$ cat config.mk
export PLATFORM = sky130hd
export DESIGN_NAME = mips_io_controller
export DESIGN_NICKNAME = d
export VERILOG_FILES = /design/src/rtl/mips_io_pkg.sv /design/src/rtl/io_input_sync.sv /design/src/rtl/mips_io_controller.sv
export SDC_FILE = /design/constraint.sdc
export NUM_CORES = 1
export LEC_CHECK = 0
export CAP_MARGIN = 20
export CORE_ASPECT_RATIO = 0.7
export CORE_MARGIN = 5
export CORE_UTILIZATION = 44
export DETAILED_ROUTE_END_ITERATION = 10
export PLACE_DENSITY = 0.83
export SYNTH_ARGS = -nofsm -noshare
export SYNTH_HDL_FRONTEND = slang
export SYNTH_SLANG_ARGS = --single-unit
$ cat constraint.sdc
create_clock -name clk -period 3.2 [get_ports clk]
set_clock_uncertainty 0.05 [all_clocks]
set_input_delay 0.48 -clock clk [delete_from_list [all_inputs] [get_ports clk]]
set_output_delay 0.48 -clock clk [all_outputs]
set_load 0.05 [all_outputs]
$ cat src/rtl/mips_io_pkg.sv
// Shared definitions for the memory-mapped MIPS I/O controller:
// register offsets, port-count limit and the register-select encoding.
package mips_io_pkg;

    localparam logic [7:0] OFF_OUT    = 8'h00;
    localparam logic [7:0] OFF_IN     = 8'h40;
    localparam logic [7:0] OFF_STATUS = 8'h80;
    localparam logic [7:0] OFF_MASK   = 8'h84;

    localparam int MAX_PORTS   = 16;
    localparam int WINDOW_BITS = 8;

    typedef enum logic [2:0] {
        SEL_NONE,
        SEL_OUT,
        SEL_IN,
        SEL_STATUS,
        SEL_MASK
    } reg_sel_e;

    // Word index of a register inside the OUT or IN bank.
    function automatic logic [3:0] bank_index(input logic [7:0] offset);
        return offset[5:2];
    endfunction

endpackage

$ cat src/rtl/io_input_sync.sv
// One input port: two-flop synchroniser plus a previous-value stage.
// o_change flags any bit difference between the synchronised and previous value.
module io_input_sync #(
    parameter int WIDTH = 8
) (
    input  logic             clk,
    input  logic             rst_n,
    input  logic [WIDTH-1:0] i_port,
    output logic [WIDTH-1:0] o_sync,
    output logic             o_change
);

    logic [WIDTH-1:0] r_s1;
    logic [WIDTH-1:0] r_s2;
    logic [WIDTH-1:0] r_s3;

    always_ff @(posedge clk or negedge rst_n) begin
        if (!rst_n) begin
            r_s1 <= '0;
            r_s2 <= '0;
            r_s3 <= '0;
        end else begin
            r_s1 <= i_port;
            r_s2 <= r_s1;
            r_s3 <= r_s2;
        end
    end

    assign o_sync   = r_s2;
    assign o_change = |(r_s2 ^ r_s3);

endmodule

$ cat src/rtl/mips_io_controller.sv
// Memory-mapped GPIO block on the MIPS data bus: output latches, synchronised
// inputs, sticky change flags with W1C clear, and a masked level interrupt.
module mips_io_controller
    import mips_io_pkg::*;
#(
    parameter int          DATA_WIDTH = 32,
    parameter int          PORT_WIDTH = 8,
    parameter int          NUM_IN     = 2,
    parameter int          NUM_OUT    = 2,
    parameter logic [31:0] BASE_ADDR  = 32'h1001_0000
) (
    input  logic                          clk,
    input  logic                          reset,
    input  logic [31:0]                   Address,
    input  logic [DATA_WIDTH-1:0]         WriteData,
    input  logic                          MemWrite,
    input  logic                          MemRead,
    output logic [DATA_WIDTH-1:0]         ReadData,
    output logic                          Hit,
    input  logic [NUM_IN*PORT_WIDTH-1:0]  PortIn,
    output logic [NUM_OUT*PORT_WIDTH-1:0] PortOut,
    output logic                          Irq
);

    logic [PORT_WIDTH-1:0] r_out [NUM_OUT];
    logic [NUM_IN-1:0]     r_mask;
    logic [NUM_IN-1:0]     r_status;

    logic [PORT_WIDTH-1:0] w_in_sync [NUM_IN];
    logic [NUM_IN-1:0]     w_change;
    logic [31:0]           w_offset;
    logic [3:0]            w_idx;
    reg_sel_e              w_sel;
    logic                  w_wr;
    logic [NUM_IN-1:0]     w_clr;
    logic [DATA_WIDTH-1:0] w_rdata;
    logic                  w_unused;

    genvar g;
    generate
        for (g = 0; g < NUM_IN; g++) begin : g_in
            io_input_sync #(.WIDTH(PORT_WIDTH)) u_sync (
                .clk      (clk),
                .rst_n    (reset),
                .i_port   (PortIn[g*PORT_WIDTH +: PORT_WIDTH]),
                .o_sync   (w_in_sync[g]),
                .o_change (w_change[g])
            );
        end
        for (g = 0; g < NUM_OUT; g++) begin : g_out
            assign PortOut[g*PORT_WIDTH +: PORT_WIDTH] = r_out[g];
        end
    endgenerate

    // Subtracting the base makes any address below the window wrap far out of range.
    assign w_offset = Address - BASE_ADDR;
    assign w_idx    = bank_index(w_offset[7:0]);

    always_comb begin
        w_sel = SEL_NONE;
        if (w_offset[31:WINDOW_BITS] == '0 && w_offset[1:0] == 2'b00) begin
            if (w_offset[7:6] == OFF_OUT[7:6]) begin
                if (int'(w_idx) < NUM_OUT) w_sel = SEL_OUT;
            end else if (w_offset[7:6] == OFF_IN[7:6]) begin
                if (int'(w_idx) < NUM_IN) w_sel = SEL_IN;
            end else if (w_offset[7:0] == OFF_STATUS) begin
                w_sel = SEL_STATUS;
            end else if (w_offset[7:0] == OFF_MASK) begin
                w_sel = SEL_MASK;
            end
        end
    end

    assign Hit   = (w_sel != SEL_NONE);
    assign w_wr  = MemWrite && Hit;
    assign w_clr = (w_wr && w_sel == SEL_STATUS) ? WriteData[NUM_IN-1:0] : '0;

    always_ff @(posedge clk or negedge reset) begin
        if (!reset) begin
            for (int i = 0; i < NUM_OUT; i++) r_out[i] <= '0;
            r_mask   <= '0;
            r_status <= '0;
        end else begin
            if (w_wr && w_sel == SEL_OUT) begin
                for (int i = 0; i < NUM_OUT; i++) begin
                    if (w_idx == 4'(i)) r_out[i] <= WriteData[PORT_WIDTH-1:0];
                end
            end
            if (w_wr && w_sel == SEL_MASK) r_mask <= WriteData[NUM_IN-1:0];
            // A fresh change beats a simultaneous clear so no edge is lost.
            r_status <= (r_status & ~w_clr) | w_change;
        end
    end

    always_comb begin
        w_rdata = '0;
        if (MemRead && Hit) begin
            case (w_sel)
                SEL_OUT: begin
                    for (int i = 0; i < NUM_OUT; i++) begin
                        if (w_idx == 4'(i)) w_rdata[PORT_WIDTH-1:0] = r_out[i];
                    end
                end
                SEL_IN: begin
                    for (int j = 0; j < NUM_IN; j++) begin
                        if (w_idx == 4'(j)) w_rdata[PORT_WIDTH-1:0] = w_in_sync[j];
                    end
                end
                SEL_STATUS: w_rdata[NUM_IN-1:0] = r_status;
                SEL_MASK:   w_rdata[NUM_IN-1:0] = r_mask;
                default:    w_rdata = '0;
            endcase
        end
    end

    assign ReadData = w_rdata;
    assign Irq      = |(r_status & r_mask);

    assign w_unused = ^WriteData;

endmodule

==> impl_metrics.env, run 1 <==
export IMPL_outcome="finished clean"
export IMPL_overflow=0
export IMPL_power_density_nw_per_um2=445
export IMPL_crit_slowest_cell="or3b_2"
export IMPL_syn_area_sq_um=2850
export IMPL_p_leak_nw=1.72
export IMPL_hold_slack_ps=157
export IMPL_cts_clk_slew_worst_paths_ps=70
export IMPL_port_buffers=85
export IMPL_drive_gt1_frac=0.213
export IMPL_finalHoldViolations=0
export IMPL_max_slew_margin=0.498
export IMPL_initial_core_util=0.455
export IMPL_finalCritPeriodShare=0.981
export IMPL_nFillCells=464
export IMPL_crit_family="simple AND/OR/NAND/NOR gates"
export IMPL_ir_worst_vdd_mv=0.555
export IMPL_reg2reg_from="g_in[1].u_sync.o_sync[1]"
export IMPL_diodes=0
export IMPL_final_cell_area_sq_um=4110
export IMPL_clock_fmax_mhz=319
export IMPL_grt_pass1_wl_microns=10400
export IMPL_clock_sinks=68
export IMPL_vias=1959
export IMPL_area_growth_pct=43.9
export IMPL_final_util=0.654
export IMPL_yosysWarningCount=0
export IMPL_worst_slew_pin_slew_ps=753
export IMPL_min_path_type="in2async"
export IMPL_cts_buffer_depth=2
export IMPL_postRouteAntennaNets=0
export IMPL_route_detailed_wl_per_inst_microns=17.1
export IMPL_clock_latency_ps=340
export IMPL_start_kind="input port"
export IMPL_yosysTopAreaCellShare=0.596
export IMPL_avgSynthCellArea_sq_um=13.8
export IMPL_synthDistinctLibCells=34
export IMPL_yosys_area_top_type="dfrtp_1"
export IMPL_grt_max_degree=37
export IMPL_h_tree_depth=3
export IMPL_timing_setup_tns_ps=0
export IMPL_die_y_microns=77.4
export IMPL_p_total_w=0.00183
export IMPL_placed_cell_area_sq_um=3870
export IMPL_worstPathRequired_ps=2670
export IMPL_crit_path_end_kind="output port"
export IMPL_root_buffer="clkbuf_8"
export IMPL_cts_setup_buffers=0
export IMPL_grt_pass1_vias=2033
export IMPL_path_cells="clkdlybuf4s50_1 -> or3_1 -> or3b_2 -> o22a_1 -> a211oi_4 -> buf_12"
export IMPL_critPathBufInv=2
export IMPL_worst_ep_arrival_time_ps=2610
export IMPL_die_w_microns=106
export IMPL_cts_buffers=9
export IMPL_maxCapViolCount=0
export IMPL_post_route_min_period_ps=3140
export IMPL_gp_congestion=0.854
export IMPL_drt_pass1_iterations=4
export IMPL_vias_per_cell=5.05
export IMPL_crit_path_max_incr_delay_ps=600
export IMPL_drt_total_wl_microns=6620
export IMPL_drc=0
export IMPL_core_area_sq_um=6280
export IMPL_die_area_sq_um=8220
export IMPL_rsz0062_at_grt="no"
export IMPL_nets=389
export IMPL_hold_buffers=0
export IMPL_io_pins=134
export IMPL_synth_area_top_cells="dfrtp_1 60%, mux2_2 7.1%, buf_4 6.3%"
export IMPL_critPathKind="in2out"
export IMPL_slew_viol_final=0
export IMPL_crit_fanout=8
export IMPL_tritoncts="yes"
export IMPL_dp_hpwl_microns=5110
export IMPL_synth_seq_area_share=0.596
export IMPL_synthCells=207
export IMPL_fp_row_count=24
export IMPL_ys_ff_latch=68
export IMPL_track_usage=0.162
export IMPL_setup_viol=0
export IMPL_antenna_found_initial=0
export IMPL_startpoint="Address[4]"
export IMPL_drtIter0Drc=73
metrics by stage:
step	cells	setup slack [ps]
6_report	388	61.6
5_1_grt	388	13.7
4_1_cts	388	25.0
3_5_place_dp	372	-5.51
3_3_place_gp	372	21.5
2_1_floorplan	230	-41.3
worst register-to-register path, cell delays in order (launching register included):
cell	delay, ps
dfrtp_1	410
xnor2_1	190
nand4_1	130
a211o_1	280
metal layers:
metal / GRT usage / routed length (microns) / share of wire / vias to the layer above
met3: 0.0672 / 634 / 0.096 / 5
met1: 0.205 / 2810 / 0.42 / 967
met5: 0 / 0 / 0 / -
met4: 0.0466 / 65 / 0.0098 / 0
li1: - / - / - / 901
met2: 0.259 / 3110 / 0.47 / 86
registers in the layout, summed over array words and instances, names as in the netlist:
register            flops
g_in.u_sync.r_s1       16
g_in.u_sync.r_s3       16
r_status                2
r_mask                  2
g_in.u_sync.o_sync     16
PortOut                16
cells in the final DEF (no fill, tap or decap), types with 2 or more instances in the layout:
master and instances:
clkdlybuf4s50_1 75, dfrtp_1 68, conb_1 24, mux2_2 18
xnor2_1 16, mux2i_1 16, clkbuf_8 11, nand4_1 9
buf_12 9, buf_4 9, o22a_1 8, nor3_2 4
or4_1 3, nor3_1 3, nor4_1 3, nor4b_2 2
a211o_1 2, nor2_1 2, a22oi_1 2, nor4_4 2
clkinv_4 2
repair_timing:
item	in CTS	in global routing
resized for setup	0	5
endpoints found under the setup margin	0	8
hold endpoints to repair	0	0
worst paths after layout:
kind	cells after the start	endpoint	slack (ps)
worst max-delay path	6	ReadData[0]	60
worst min-delay path	1	g_in[0].u_sync.o_sync[1]	160
worst max register to register	3	r_status[1]	2020
worst min register to register	0	g_in[0].u_sync.o_sync[1]	290
max in group asynchronous	2	g_in[0].u_sync.r_s1[7]	2190
min in group clk	0	g_in[0].u_sync.o_sync[1]	290
cells by family after synthesis:
| kind of cell | count (synthesis) | share of synthesized area |
|---|---|---|
| flip-flops | 68 | 0.596 |
| AO/OA/AOI/OAI | 17 | 0.0509 |
| XOR/XNOR | 17 | 0.0522 |
| AND/OR/NAND/NOR | 40 | 0.101 |
| multiplexers | 34 | 0.127 |
| buffers and inverters | 30 | 0.0715 |
| other | 1 | 0.00131 |
power breakdown:
part / leakage (nW) / switching (W) / internal (W)
combinational: 0.788 / 0.000117 / 0.0000915
clock: 0.106 / 0.000307 / 0.000403
sequential: 0.828 / 0.0000182 / 0.000890
Yosys cell counts, drive strengths merged:
library cell	number
nor4	6
or3b	1
nor4b	3
nor2	2
xnor2	16
nand2b	1
a22o	1
a2111o	1
nor3	7
xor2	1
and3	1
clkbuf	3
or4	3
o21bai	1
or4bb	1
o22a	8
mux2	18
nand4	9
dfrtp	68
a22oi	2
and2	1
nand3	1
or3	1
mux2i	16
nand2	1
nand4b	1
a211o	2
conb	1
buf	27
a211oi	2
or4b	1
area by class of cell:
class                      instances  area [sq um]  share of cell area
clock inverter                     5          60.1              0.0146
tap                               78          97.6              0.0238
multi-input combinational        132          1090               0.266
timing repair buffer              94          1000               0.244
clock buffer                      11           151              0.0369
sequential                        68          1700               0.414
Note: power is estimated with default switching activity, not from simulation.
==> run 2: changes to the inputs <==
- CORE_ASPECT_RATIO: 0.7 -> 0.6
- REMOVE_ABC_BUFFERS: not set -> 1
==> run 2 against run 1 <==
  * Via count rose by 0.71%
  * Die area rose by 0.33%
  * Global-route usage rose by 0.57 points
  * Worst setup slack improved by 21 ps
  * First-iteration DRC count rose by 67%
  * Maximum frequency rose by 0.69%
  * Critical path type unchanged
==> impl_metrics.env, run 2 (synthesis results as in run 1) <==
export IMPL_core_area_sq_um=6190
export IMPL_p_total_w=0.00177
export IMPL_vias=1973
export IMPL_use_met3=0.0775
export IMPL_nets=396
export IMPL_clock_fmax_mhz=321
export IMPL_die_y_microns=72.4
export IMPL_cts_buffer_depth=2
export IMPL_multi_input_area_sq_um=1070
export IMPL_crit_fanout=9
export IMPL_grt_met1_usage=0.215
export IMPL_max_slew_margin=0.641
export IMPL_critPathBufInv=3
export IMPL_root_buffer="clkbuf_8"
export IMPL_final_util=0.665
export IMPL_crit_slowest_cell="or4_1"
export IMPL_tritoncts="yes"
export IMPL_worst_slew_pin_slew_ps=537
export IMPL_nFillCells=481
export IMPL_diodes=0
export IMPL_grt_pass1_vias=2093
export IMPL_finalNonFillerCells=400
export IMPL_drtIter0Drc=122
export IMPL_crit_family="simple AND/OR/NAND/NOR gates"
export IMPL_path_cells="clkdlybuf4s50_1 -> or4_1 -> a2111o_2 -> nor3_1 -> buf_4 -> buf_12"
export IMPL_timing_setup_tns_ps=0
export IMPL_critPathKind="in2out"
export IMPL_p_leak_nw=1.75
export IMPL_drive_gt1_frac=0.203
export IMPL_dp_hpwl_microns=5160
export IMPL_grt_pass1_wl_microns=10700
export IMPL_setup_viol=0
export IMPL_fp_row_count=22
export IMPL_finalHoldViolations=0
export IMPL_met2_usage=0.259
export IMPL_worstPathRequired_ps=2670
export IMPL_initial_core_util=0.461
export IMPL_worstHoldPathCells=0
export IMPL_slew_viol_final=0
export IMPL_gp_congestion=0.846
export IMPL_clock_latency_ps=330
export IMPL_finalCritPeriodShare=0.974
export IMPL_cts_buffers=9
export IMPL_track_usage=0.168
export IMPL_post_route_min_period_ps=3120
export IMPL_holdCritStartpoint="g_in[0].u_sync.r_s1[6]"
export IMPL_port_buffers=85
export IMPL_cts_clk_slew_worst_paths_ps=70
export IMPL_grt_max_degree=35
export IMPL_power_density_nw_per_um2=429
export IMPL_final_cell_mix="75 x clkdlybuf4s50_1, 68 x dfrtp_1, 24 x conb_1, 18 x mux2_2"
export IMPL_outcome="finished clean"
export IMPL_crit_path_max_incr_delay_ps=570
export IMPL_start_kind="input port"
export IMPL_busiest_layer="met2"
export IMPL_die_area_sq_um=8250
export IMPL_reg2reg_from="g_in[1].u_sync.o_sync[4]"
export IMPL_reg2reg_depth=3
export IMPL_crit_path_end_kind="output port"
export IMPL_area_growth_pct=44.3
export IMPL_startpoint="Address[13]"
export IMPL_h_tree_depth=3
export IMPL_drt_pass1_iterations=4
export IMPL_dpl_cell_count=384
export IMPL_route_detailed_wl_per_inst_microns=16.8
export IMPL_worst_ep_arrival_time_ps=2590
export IMPL_clock_sinks=68
export IMPL_io_pins=134
export IMPL_crit_cells=6
export IMPL_antenna_found_initial=0
export IMPL_overflow=0
export IMPL_maxCapViolCount=0
export IMPL_drt_total_wl_microns=6710
export IMPL_drc=0
export IMPL_final_common_cell="clkdlybuf4s50_1"
export IMPL_ir_worst_vdd_mv=0.267
export IMPL_seqCellArea_sq_um=1700
export IMPL_min_path_type="reg2reg"
export IMPL_postRouteAntennaNets=0
export IMPL_vias_per_cell=4.93
export IMPL_die_w_microns=114
run 2: power by group:
part	switching, W	total (W)	internal [W]
logic	0.000118	0.000212	0.0000938
clock network	0.000292	0.000648	0.000356
registers	0.0000181	0.000908	0.000890
total	0.000428	0.00177	0.00134
run 2: final cells by class:
| class | count | share of cell area |
|---|---|---|
| clock inverters | 4 | 0.0125 |
| flip-flops and latches | 68 | 0.413 |
| well taps | 84 | 0.0255 |
| multi-input cells | 132 | 0.260 |
| clock buffers | 11 | 0.0319 |
| repair buffers | 101 | 0.257 |
run 2: worst paths after layout:
path,slack [ps],end
min in group asynchronous,530,g_in[0].u_sync.r_s1[5]
setup / recovery,80,ReadData[2]
hold / removal,300,g_in[0].u_sync.o_sync[6]
hold reg to reg,300,g_in[0].u_sync.o_sync[6]
max in group asynchronous,1860,g_in[0].u_sync.r_s3[5]
setup reg to reg,2020,r_status[1]
run 2: per-stage QoR:
stage               instance area, sq um  hold WS (ps)  setup slack (ps)
floorplan                           2740           134              -154
global placement                    3890           283             -48.2
detailed placement                  3890           285             -59.0
CTS                                 4090           300              17.6
global route                        4120           303             -38.4
finish                              4120           296              83.1
run 2: routing by layer:
layer  share of wire  vias to the layer above  wire length [microns]
li1                -                      915                      -
met1            0.42                      966                   2790
met2            0.46                       88                   3120
met3            0.11                        4                    758
met4          0.0067                        0                     45
met5               0                        -                      0
run 2: timing repair:
action,4_1_cts,5_1_grt
resized for setup,1,6
buffers inserted,0,0
setup endpoints to repair,7,8
hold buffers,1,0
endpoints found under the hold margin,14,0
